<file path="src/rtl/pipe_ctrl_multi_if.sv">
// Bundle between the pipeline datapath and pipe_ctrl_multi.
//
// master: the datapath side; raises stall requests and exceptions,
//         receives the stall/bubble/flush controls and debug counters.
// slave : the control unit side.
//
// Signals:
//   stall_req     [NUM_REQ]     per-requester stall request (combinational)
//   exc_req                     exception/redirect request
//   exc_pc        [PC_W]        handler PC, qualified by exc_req
//   stall         [NUM_STAGES]  per-stage hold vector
//   bubble        [NUM_STAGES]  per-stage NOP insert vector
//   flush                       clear all pipeline registers
//   new_pc        [PC_W]        redirect PC, valid while flush = 1
//   stall_timeout               sticky stall watchdog flag
//   stall_cycles  [32]          saturating stalled-cycle count
interface pipe_ctrl_multi_if #(
    parameter int unsigned NUM_STAGES = 6,
    parameter int unsigned NUM_REQ    = 2,
    parameter int unsigned PC_W       = 32
);
    logic [NUM_REQ-1:0]    stall_req;
    logic                  exc_req;
    logic [PC_W-1:0]       exc_pc;
    logic [NUM_STAGES-1:0] stall;
    logic [NUM_STAGES-1:0] bubble;
    logic                  flush;
    logic [PC_W-1:0]       new_pc;
    logic                  stall_timeout;
    logic [31:0]           stall_cycles;

    modport master (
        output stall_req, exc_req, exc_pc,
        input  stall, bubble, flush, new_pc, stall_timeout, stall_cycles
    );

    modport slave (
        input  stall_req, exc_req, exc_pc,
        output stall, bubble, flush, new_pc, stall_timeout, stall_cycles
    );
endinterface

</file>
<file path="src/rtl/pipe_ctrl_multi.sv">
// Pipeline control unit for the 5-stage CPU.
//
// - Merges per-requester stall requests into a stall (hold) vector and a
//   single-bit bubble vector. Bit 0 = PC, 1 = IF, 2 = ID, 3 = EX, 4 = MEM,
//   5 = WB. The deepest requesting stage H wins: stages 0..H hold, stage H+1
//   takes a bubble.
// - Sequences exception flushes (IDLE/FLUSH) and drives the redirect PC.
//   A new exception during a flush re-latches the PC and restarts the count.
// - Stall watchdog (sticky stall_timeout) and saturating stall-cycle counter.
//
// Ports:
//   clk  clock, rising edge
//   rst  asynchronous active-low reset
//   bus  pipe_ctrl_multi_if.slave (see interface file for signal list)
module pipe_ctrl_multi #(
    parameter int unsigned          NUM_STAGES   = 6,
    parameter int unsigned          NUM_REQ      = 2,
    parameter logic [4*NUM_REQ-1:0] REQ_STAGE    = 8'h32,
    parameter int unsigned          FLUSH_CYCLES = 1,
    parameter int unsigned          MAX_STALL    = 64,
    parameter int unsigned          PC_W         = 32
) (
    input logic              clk,
    input logic              rst,
    pipe_ctrl_multi_if.slave bus
);

    localparam int unsigned    ScntW    = $clog2(MAX_STALL);
    localparam logic [ScntW-1:0] ScntMax = ScntW'(MAX_STALL - 1);
    localparam logic [3:0]     FcntLoad = 4'(FLUSH_CYCLES - 1);

    typedef enum logic [0:0] {StIdle, StFlush} state_e;

    state_e                state_q;
    logic                  flush_q;
    logic [3:0]            fcnt_q;
    logic [PC_W-1:0]       new_pc_q;
    logic [ScntW-1:0]      scnt_q;
    logic                  timeout_q;
    logic [31:0]           stall_cycles_q;

    logic [NUM_STAGES-1:0] merged;
    logic [NUM_STAGES-1:0] stall_v;
    logic [NUM_STAGES-1:0] bubble_v;
    logic                  stalling;

    // ------------------------------------------------------------------
    // Stall merge. Each requester owns a constant prefix mask (stages
    // 0..its stage). OR of prefix masks is the prefix mask of the deepest
    // active requester, so max-wins falls out of a plain OR chain.
    // ------------------------------------------------------------------
    logic [NUM_STAGES-1:0] acc [NUM_REQ+1];
    assign acc[0] = '0;

    for (genvar g = 0; g < NUM_REQ; g++) begin : g_req
        localparam int unsigned RawStg = 32'(REQ_STAGE[4*g +: 4]);
        // Out-of-range stage indices saturate to the last stage.
        localparam int unsigned Stg    = (RawStg >= NUM_STAGES) ? NUM_STAGES - 1 : RawStg;
        localparam logic [NUM_STAGES-1:0] Mask =
            NUM_STAGES'((64'd1 << (Stg + 1)) - 64'd1);

        assign acc[g+1] = acc[g] | (bus.stall_req[g] ? Mask : '0);
    end

    assign merged = acc[NUM_REQ];

    // Flush and reset both override every stall request.
    assign stall_v  = (rst && !flush_q) ? merged : '0;
    // First stage above the held prefix gets the bubble; none if the prefix
    // already covers the top stage (the shift drops it).
    assign bubble_v = {stall_v[NUM_STAGES-2:0], 1'b0} & ~stall_v;
    assign stalling = |stall_v;

    // ------------------------------------------------------------------
    // Flush FSM, watchdog and stall-cycle counter.
    // ------------------------------------------------------------------
    always_ff @(posedge clk or negedge rst) begin
        if (!rst) begin
            state_q        <= StIdle;
            flush_q        <= 1'b0;
            fcnt_q         <= '0;
            new_pc_q       <= '0;
            scnt_q         <= '0;
            timeout_q      <= 1'b0;
            stall_cycles_q <= '0;
        end else begin
            unique case (state_q)
                StIdle: begin
                    if (bus.exc_req) begin
                        state_q  <= StFlush;
                        flush_q  <= 1'b1;
                        new_pc_q <= bus.exc_pc;
                        fcnt_q   <= FcntLoad;
                    end
                end
                StFlush: begin
                    if (bus.exc_req) begin
                        // Latest exception wins and restarts the flush length.
                        new_pc_q <= bus.exc_pc;
                        fcnt_q   <= FcntLoad;
                    end else if (fcnt_q == '0) begin
                        state_q <= StIdle;
                        flush_q <= 1'b0;
                    end else begin
                        fcnt_q <= fcnt_q - 4'd1;
                    end
                end
                default: begin
                    state_q <= StIdle;
                    flush_q <= 1'b0;
                end
            endcase

            // Consecutive-stall counter, saturating at MAX_STALL-1.
            if (flush_q || !stalling) begin
                scnt_q <= '0;
            end else if (scnt_q != ScntMax) begin
                scnt_q <= scnt_q + 1'b1;
            end

            // Sticky until a flush cycle; fires on the MAX_STALL-th stalled edge.
            if (flush_q) begin
                timeout_q <= 1'b0;
            end else if (stalling && scnt_q == ScntMax) begin
                timeout_q <= 1'b1;
            end

            if (stalling && stall_cycles_q != 32'hFFFF_FFFF) begin
                stall_cycles_q <= stall_cycles_q + 32'd1;
            end
        end
    end

    assign bus.stall         = stall_v;
    assign bus.bubble        = bubble_v;
    assign bus.flush         = flush_q;
    assign bus.new_pc        = new_pc_q;
    assign bus.stall_timeout = timeout_q;
    assign bus.stall_cycles  = stall_cycles_q;

endmodule

</file>
<file path="src/flat_wrapper.sv">
// flat-port wrapper written by rule: the top's interface ports become plain ports
module pipe_ctrl_multi_flat 
#(
    parameter int unsigned          NUM_STAGES   = 6,
    parameter int unsigned          NUM_REQ      = 2,
    parameter logic [4*NUM_REQ-1:0] REQ_STAGE    = 8'h32,
    parameter int unsigned          FLUSH_CYCLES = 1,
    parameter int unsigned          MAX_STALL    = 64,
    parameter int unsigned          PC_W         = 32
)
  (clk, rst, bus_stall_req, bus_exc_req, bus_exc_pc, bus_stall, bus_bubble, bus_flush, bus_new_pc, bus_stall_timeout, bus_stall_cycles);
  pipe_ctrl_multi_if #(.NUM_STAGES(NUM_STAGES), .NUM_REQ(NUM_REQ), .PC_W(PC_W)) bus_i ();
  input logic clk;
  input logic rst;
  input wire logic [$bits(bus_i.stall_req)-1:0] bus_stall_req;
  input wire logic [$bits(bus_i.exc_req)-1:0] bus_exc_req;
  input wire logic [$bits(bus_i.exc_pc)-1:0] bus_exc_pc;
  output wire logic [$bits(bus_i.stall)-1:0] bus_stall;
  output wire logic [$bits(bus_i.bubble)-1:0] bus_bubble;
  output wire logic [$bits(bus_i.flush)-1:0] bus_flush;
  output wire logic [$bits(bus_i.new_pc)-1:0] bus_new_pc;
  output wire logic [$bits(bus_i.stall_timeout)-1:0] bus_stall_timeout;
  output wire logic [$bits(bus_i.stall_cycles)-1:0] bus_stall_cycles;
  assign bus_i.stall_req = bus_stall_req;
  assign bus_i.exc_req = bus_exc_req;
  assign bus_i.exc_pc = bus_exc_pc;
  assign bus_stall = bus_i.stall;
  assign bus_bubble = bus_i.bubble;
  assign bus_flush = bus_i.flush;
  assign bus_new_pc = bus_i.new_pc;
  assign bus_stall_timeout = bus_i.stall_timeout;
  assign bus_stall_cycles = bus_i.stall_cycles;
  pipe_ctrl_multi #(.NUM_STAGES(NUM_STAGES), .NUM_REQ(NUM_REQ), .REQ_STAGE(REQ_STAGE), .FLUSH_CYCLES(FLUSH_CYCLES), .MAX_STALL(MAX_STALL), .PC_W(PC_W)) u_core (.clk(clk), .rst(rst), .bus(bus_i));
endmodule
</file>
<file path="config.mk">
export PLATFORM = sky130hd
export DESIGN_NAME = pipe_ctrl_multi_flat
export DESIGN_NICKNAME = d
export VERILOG_FILES = /design/src/rtl/pipe_ctrl_multi_if.sv /design/src/rtl/pipe_ctrl_multi.sv /design/src/flat_wrapper.sv
export SDC_FILE = /design/constraint.sdc
export NUM_CORES = 1
export LEC_CHECK = 0
export BUFFER_PORTS_ARGS = -buffer_cell sky130_fd_sc_hd__buf_2
export CELL_PAD_IN_SITES_DETAIL_PLACEMENT = 1
export CELL_PAD_IN_SITES_GLOBAL_PLACEMENT = 1
export CORE_UTILIZATION = 35
export CTS_CLUSTER_DIAMETER = 30
export DETAILED_ROUTE_END_ITERATION = 10
export GPL_TIMING_DRIVEN = 1
export PLACE_DENSITY_LB_ADDON = 0.1
export SLEW_MARGIN = 40
export SYNTH_ARGS = -nofsm -noshare
export SYNTH_HDL_FRONTEND = slang
export SYNTH_SLANG_ARGS = --single-unit
</file>
<file path="constraint.sdc">
create_clock -name clk -period 2.25 [get_ports clk]
set_input_delay 0.225 -clock clk [delete_from_list [all_inputs] [get_ports clk]]
set_output_delay 0.225 -clock clk [all_outputs]
set_load 0.1 [all_outputs]
</file>
# Word-level counts from Yosys, hierarchy flattened
# Index checks and enable logic that the tools add are counted.
# totals
register_bits,77
output_inout_bits,78
elab_cells,53
inputBits,37
# op_classes
n_addsub,3
n_eq_ne,7
mux,20
n_reduce_logical,12
bitwise,4
# op_table
cell,n
"32-bit by 1-bit adder with 32-bit output, second input constant",1
32-bit 2-to-1 mux,1
"32-bit inequality test, second input constant",1
6-bit 2-to-1 mux,3
4-bit 2-to-1 mux,4
1-bit 2-to-1 mux,8
4-bit case mux with 2 select lines,1
"6-bit by 1-bit adder with 6-bit output, second input constant",1
6-bit AND,1
"6-bit equality test, second input constant",1
"2-bit inequality test, second input constant",3
"6-bit inequality test, second input constant",1
6-bit NOT,1
6-bit bitwise OR,1
6-bit OR reduction,1
4-bit logical NOT,1
1-bit case mux with 2 select lines,2
2-bit nonzero test,2
"4-bit by 1-bit subtractor with 4-bit output, second input constant",1
1-bit logical AND,3
3-bit 2-to-1 mux,1
"3-bit inequality test, second input constant",1
3-bit AND reduction,1
1-bit logical NOT,2
other kinds (3),3

# Logic depth before layout (Yosys ltp)
# Gate-level depths: netlist (run 1).
# logic_depth
depth_word,7
ltp_mapped,8

# Worst setup path after synthesis (run 1)
# No wires, ideal clock.
# synth_path
path_kind,flip-flop to flip-flop
start,"register u_core.flush_q, in the netlist u_core.bus.flush"
end,"register u_core.stall_cycles_q[13], in the netlist u_core.bus.stall_cycles[13]"
t_required_ps,2091
setup_time_ps,159
synth_period_minus_slack_ps,2921
n_path_buf,0
slack_ps,-671
stages_incl_launch_ff,7
arrival_time_ps,2762
cell_sequence,dfrtp_1 nor2b_1 o21ai_1 inv_1 o31ai_4 or3_1 xnor2_1
# synth_between
elab_chain_cells,5
# synth_rtl
element,line,rtl
start: declaration,pipe_ctrl_multi.sv:35,logic flush_q;
start signal: assignment,pipe_ctrl_multi.sv:80,flush_q <= 1'b0;
start signal: assignment,pipe_ctrl_multi.sv:91,flush_q <= 1'b1;
start signal: assignment,pipe_ctrl_multi.sv:103,flush_q <= 1'b0;
1-bit logical NOT,pipe_ctrl_multi.sv:68,assign stall_v = (rst && !flush_q) ? merged : '0;
1-bit logical AND,pipe_ctrl_multi.sv:68,
6-bit 2-to-1 mux,pipe_ctrl_multi.sv:68,
named net bus_stall[0],flat_wrapper.sv:18,output wire logic [$bits(bus_i.stall)-1:0] bus_stall;
6-bit OR reduction,pipe_ctrl_multi.sv:72,assign stalling = |stall_v;
1-bit logical AND,pipe_ctrl_multi.sv:128,if (stalling && stall_cycles_q != 32'hFFFF_FFFF) begin
end signal: assignment,pipe_ctrl_multi.sv:129,stall_cycles_q <= stall_cycles_q + 32'd1;
end: declaration,pipe_ctrl_multi.sv:40,logic [31:0] stall_cycles_q;
# The timed path passes the listed nets, and every way through them passes these cells.
# A chain may end at the register's enable or synchronous reset.

# Final worst setup path (run 1)
# layout_path
start,"register u_core.stall_cycles_q[18], in the netlist u_core.bus.stall_cycles[18]"
end,"register u_core.stall_cycles_q[21], in the netlist u_core.bus.stall_cycles[21]"
# layout_between
elab_chain_cells,2
elab_cells_between_ends,3
classes_between,1 x add/sub; 1 x eq/ne; 1 x reduce/logical
# layout_rtl
element
"parallel branches: the longest is 2 deep, another holds 32-bit by 1-bit adder with 32-bit output"
# Parallel ways; which one is timed is not known.

==> impl_metrics.tcl, run 1 <==
set metrics [dict create \
    status "completed" \
    ys.flop_type "dfrtp_1" \
    cts_repair_resize_count 0 \
    first_pass_iters 4 \
    core_area_um2 9370 \
    synth-async-reset-ratio_pct 100 \
    worstReg2RegEnd "u_core.bus.stall_cycles[21]" \
    ys_warn_count 0 \
    gr-usage-all-layers_pct 16.8 \
    netlist_area_um2 3440 \
    power_switching_uw 2050 \
    grt_pass1_wl_um 13300 \
    r2r_slack_ns 0.17 \
    antenna_cells 0 \
    seq_area_um2 1990 \
    switching_share_pct 44.0 \
    htreeDepth 3 \
    die_w_um 101 \
    die_y_um 101 \
    antenna_found_initial 0 \
    worst_ir_drop_vdd_mv 0.949 \
    wl_um 7960 \
    synth_top_area_share_pct 56.0 \
    fin_tns_setup_ns 0 \
    max-slew-margin-rel_pct 48.9 \
    clock-sinks 77 \
    p_clk_share_pct 25.6 \
    critPathLaunchType "flip-flop" \
    path_clk_slew_ns 0.08 \
    syn-instance-count 287 \
    vias 2542 \
    p_comb_share_pct 37.9 \
    drt_iter0_drc 69 \
    stdcell_count 533 \
    crit_chain "and4_4 -> nand4_4 -> or3_4 -> o31ai_4 -> nor2_1 -> xor2_1" \
    drive_gt1_share_pct 50.7 \
    clockBufferDepth 2 \
    viasPerCell 4.77 \
    endpoint_kind "flip-flop" \
    yosysTopAreaCell "dfrtp_1" \
    crit_required_ns 2.46 \
    critPathLaunch "u_core.bus.stall_cycles[18]" \
    clk-insertion-delay-late_ns 0.34 \
    crit_path_max_fanout 9 \
    drc 0 \
    cp-endpoint "u_core.bus.stall_cycles[21]" \
    cts_tree "done" \
    dieArea_um2 10200 \
    row_count 35 \
    fin_crit_sh_pct 92.7 \
    min_period_ns 2.08 \
    place_hpwl_um 5780 \
    hold_violations 0 \
    tightest_slew_ns 0.767 \
    start_util_pct 36.7 \
    multiInputGateArea_um2 1420 \
    power_leakage_uw 0.00213 \
    synth_cell_types 43 \
    synth_common_cells "dfrtp_1, mux2_2, nand2_1" \
    slowest_delay_ns 0.46 \
    skew_ns 0.0121 \
    synth_most_common_cell "dfrtp_1" \
    cts_root_buf "clkbuf_8" \
    synth_area_leaders "dfrtp_1, mux2_2, xnor2_1" \
    drv_slew 0 \
    drtAntennaViolNets 0 \
    cpMaxStageDelayCell "dfrtp_4" \
    p_seq_share_pct 36.6 \
    fmax_mhz 480 \
    postCtsHoldBufs 0 \
    finalWeightedCongestion 0.759 \
    grt_max_degree 78 \
    max_cap_viol_count 0 \
    pin_count 115 \
    worst-setup-path-type "reg -> reg" \
    pwr_density_cell_nw_per_um2 1040 \
    numCtsBuffers 9 \
    hp-class "in -> async" \
    grt_overflow 0 \
    cts_setup_buffers 0 \
    fillers 1052 \
    ys_ff_latch 77 \
    syn_to_final_growth_pct 30.8 \
    dp_cells 517 \
    synth_edf_count 0 \
    syn_avg_cell_area_um2 12.0 \
    nets 440 \
    rr_worst_depth 6 \
    worstPathArrival_ns 2.30 \
    p_int_uw 2610 \
    setup_viol 0 \
    port_buffers 108 \
    wire_per_inst_um 14.9 \
    synth-seq-area-share_pct 56.0 \
    r2r_start "u_core.bus.stall_cycles[18]" \
    grt_pass1_vias 2629 \
    grt_setup_unrepaired "no" \
]
## how the worst min path moves through the flow
stage	depth (start not counted)	end	slack [ns]
after CTS	2	u_core.bus.new_pc[21]	0.04
after global placement	1	u_core.bus.flush	0.43
after detailed placement	2	u_core.bus.new_pc[21]	0.43
after global routing	2	u_core.bus.new_pc[21]	0.06
after floorplan	0	u_core.bus.new_pc[0]	-0.07
final	2	u_core.bus.new_pc[25]	0.02
## final cells by class
class / count / share of cell area, %
Multi-Input combinational cell: 192 / 31.6
Inverter: 7 / 0.667
Clock inverter: 6 / 2.09
Sequential cell: 77 / 44.2
Tap cell: 129 / 3.59
Timing Repair Buffer: 112 / 14.8
Clock buffer: 10 / 3.06
## registers in the layout, indices dropped and copies added (netlist names)
register                  flops
u_core.scnt_q                 6
u_core.fcnt_q                 4
u_core.bus.stall_cycles      32
u_core.bus.stall_timeout      1
u_core.bus.new_pc            32
u_core.state_q                1
u_core.bus.flush              1
## routing by layer
metal / GRT usage [%] / vias up / wire length, um
met4: 6.80 / 0 / 118
met5: 0 / - / 0
met2: 27.3 / 72 / 3820
met3: 3.11 / 9 / 337
met1: 22.4 / 1256 / 3680
li1: - / 1205 / -
## cell usage in the layout, fill, tap and decap left out, types with 2 or more instances in the layout
cell type   instances
o21ai_0             2
mux2_2             34
xnor2_1            19
clkinvlp_4          2
and3_1              6
a21oi_1             4
inv_1               6
nand2_1            21
nor3_1              8
dfrtp_4            10
dfrtp_1            48
bufinv_16           2
nor4_1              4
and4_1              2
xor2_1             15
dfrtp_2            19
buf_2             101
nand3_1            14
buf_4               4
or2_2               3
ha_1                4
buf_12              6
clkbuf_8           10
nor2_1             18
inv_6               2
a31oi_1             2
conb_1              6
nand4_1             9
## logic make-up (layout without fill, tap and decap cells)
kind of cell / count (synthesis) / after routing / share of synthesized area, %
adders and majority gates: 4 / 4 / 1.45
other: 1 / 6 / 0.109
AOI/OAI and AO/OA: 16 / 16 / 3.64
muxes: 35 / 35 / 11.4
and+or+nand+nor: 97 / 97 / 15.0
DFF: 77 / 77 / 56.0
xor gates and xnor gates: 34 / 34 / 8.65
buffers and inverters: 23 / 135 / 3.71
## through the flow
stage          setup slack, ns  utilization, %  power [uW]  area, um2  hold slack, ns
4_1_cts                  0.157            48.0        4730       4500          0.0434
5_1_grt                 0.0581            48.0        4890       4500          0.0581
3_5_place_dp             0.155            45.5        3510       4270           0.427
2_1_floorplan           0.0133               -        3130       3540         -0.0706
6_report                 0.165            48.0        4660       4500          0.0221
3_3_place_gp             0.208            45.5        3470       4260           0.427
## power groups by stage
stage	Combinational, uW	Sequential (uW)	Clock, uW
3_5_place_dp	1780	1730	0
4_1_cts	1780	1710	1240
3_3_place_gp	1750	1720	0
5_1_grt	1870	1730	1290
2_1_floorplan	601	2530	0
6_report	1770	1700	1190
## critical path, delay by kind of cell (launching register included)
family	cells	cell delay, ns
AOI/OAI and AO/OA	1	0.39
xor gates and xnor gates	1	0.16
DFF	1	0.46
and+or+nand+nor	4	0.95
Power figures use the tool's default switching activity.
==> inputs of run 2 (changes only) <==
==> constraint.sdc (replaced) <==
create_clock -name clk -period 2.25 [get_ports clk]
set_input_delay 0.45 -clock clk [delete_from_list [all_inputs] [get_ports clk]]
set_output_delay 0.45 -clock clk [all_outputs]
set_load 0.1 [all_outputs]
==> impl_metrics.tcl, run 2 (same netlist as run 1, synthesis figures left out) <==
set metrics [dict create \
    wire_per_inst_um 14.8 \
    hold_violations 0 \
    worstReg2RegEnd "u_core.bus.stall_cycles[15]" \
    worst_ir_drop_vdd_mv 1.02 \
    timing.final.ws_setup_ns 0.166 \
    cts_setup_buffers 0 \
    drv_slew 0 \
    die_w_um 101 \
    crit_family "buffers and inverters" \
    skew_ns 0.0144 \
    fin_crit_sh_pct 92.6 \
    power_uw 4660 \
    antenna_found_initial 0 \
    drive_gt1_share_pct 50.7 \
    gr-usage-all-layers_pct 17.1 \
    first_pass_iters 4 \
    setup_viol 0 \
    dp_slack_ns 0.165 \
    cpMaxStageDelayCell "dfrtp_4" \
    grt_setup_unrepaired "no" \
    min_period_ns 2.08 \
    rr_worst_depth 7 \
    die_y_um 101 \
    clock-sinks 77 \
    critPathLaunchType "flip-flop" \
    power_leakage_uw 0.00214 \
    slowest_delay_ns 0.45 \
    r2r_start "u_core.bus.stall_cycles[18]" \
    drc 0 \
    layout_commonest_cell "buf_2" \
    dieArea_um2 10200 \
    grt_pass1_vias 2737 \
    finalWeightedCongestion 0.762 \
    worst-path-stages 4 \
    power_switching_uw 2040 \
    clockBufferDepth 2 \
    switching_share_pct 43.8 \
    cp-endpoint "bus_stall[0]" \
    fillers 1045 \
    p_clk_share_pct 25.3 \
    r2r_slack_ns 0.22 \
    tightest_slew_ns 0.733 \
    endpoint_kind "primary output" \
    path_clk_slew_ns 0.08 \
    numCtsBuffers 9 \
    port_buffers 108 \
    grt_pass1_wl_um 13500 \
    vias 2555 \
    crit_chain "nor2b_4 -> o21ai_4 -> clkinvlp_4 -> buf_12" \
    wl_um 7930 \
    nets 442 \
    syn_to_final_growth_pct 31.7 \
    holdWs_ns 0.251 \
    pwr_density_cell_nw_per_um2 1030 \
    drt_iter0_drc 40 \
    core_area_um2 9370 \
    crit_required_ns 1.80 \
    max-slew-margin-rel_pct 51.1 \
    cts_repair_resize_count 0 \
    grt_overflow 0 \
    critPathLaunch "u_core.bus.flush" \
    fmax_mhz 480 \
    worst-setup-path-type "reg -> out" \
    worstPathArrival_ns 1.63 \
    clk-insertion-delay-late_ns 0.35 \
    cts_tree "done" \
    htreeDepth 3 \
    place_hpwl_um 5650 \
    status "completed" \
    max_cap_viol_count 0 \
    grt_max_degree 78 \
    crit_path_max_fanout 10 \
    hp-class "in -> async" \
    row_count 35 \
    p_comb_share_pct 38.2 \
    p_seq_share_pct 36.6 \
    start_util_pct 36.7 \
    p_int_uw 2620 \
    utilization_pct 48.4 \
    postCtsHoldBufs 0 \
    antenna_cells 0 \
    cts_root_buf "clkbuf_8" \
    drtAntennaViolNets 0 \
    layout_common_cells "buf_2, dfrtp_1, mux2_2" \
    critical_path_buf_inv_count 2 \
    viasPerCell 4.78 \
    pin_count 115 \
]
==> run 2: layer usage <==
layer | routed length, um | track usage [%] | vias to the layer above
met3 | 406 | 3.45 | 10
met2 | 3710 | 27.9 | 78
met1 | 3690 | 22.5 | 1263
li1 | - | - | 1204
met4 | 117 | 6.35 | 0
met5 | 0 | 0 | -
==> run 2: worst min path at each step <==
stage                                  endpoint            from  slack, ns
final                     u_core.bus.new_pc[28]             rst       0.25
after global routing      u_core.bus.new_pc[28]             rst       0.30
after CTS                 u_core.bus.new_pc[27]             rst       0.28
after detailed placement       u_core.bus.flush  u_core.state_q       0.44
after global placement         u_core.bus.flush  u_core.state_q       0.42
after floorplan            u_core.bus.new_pc[0]             rst       0.15
==> run 2: power groups by stage <==
stage / Combinational (uW) / Sequential (uW) / Clock, uW
global route: 1870 / 1730 / 1280
finish: 1780 / 1700 / 1180
detailed placement: 1770 / 1730 / 0
floorplan: 622 / 2530 / 0
CTS: 1780 / 1700 / 1210
global placement: 1750 / 1730 / 0
==> run 2: cell type report <==
class                           count  area, um2  share of cell area, %
Clock inverter                      5       83.8                   1.85
Multi-Input combinational cell    192       1430                   31.6
Inverter                            7       30.0                  0.662
Sequential cell                    77       1990                   43.9
Tap cell                          129        161                   3.56
Clock buffer                       11        141                   3.12
Timing Repair Buffer              114        694                   15.3
==> run 2: stage by stage <==
step / area (um2) / setup TNS [ns] / cells
after CTS: 4510 / 0 / 534
after global routing: 4530 / 0 / 535
after global placement: 4280 / 0 / 518
after detailed placement: 4290 / 0 / 518
after floorplan: 3570 / -0.0102 / 292
final: 4530 / 0 / 535
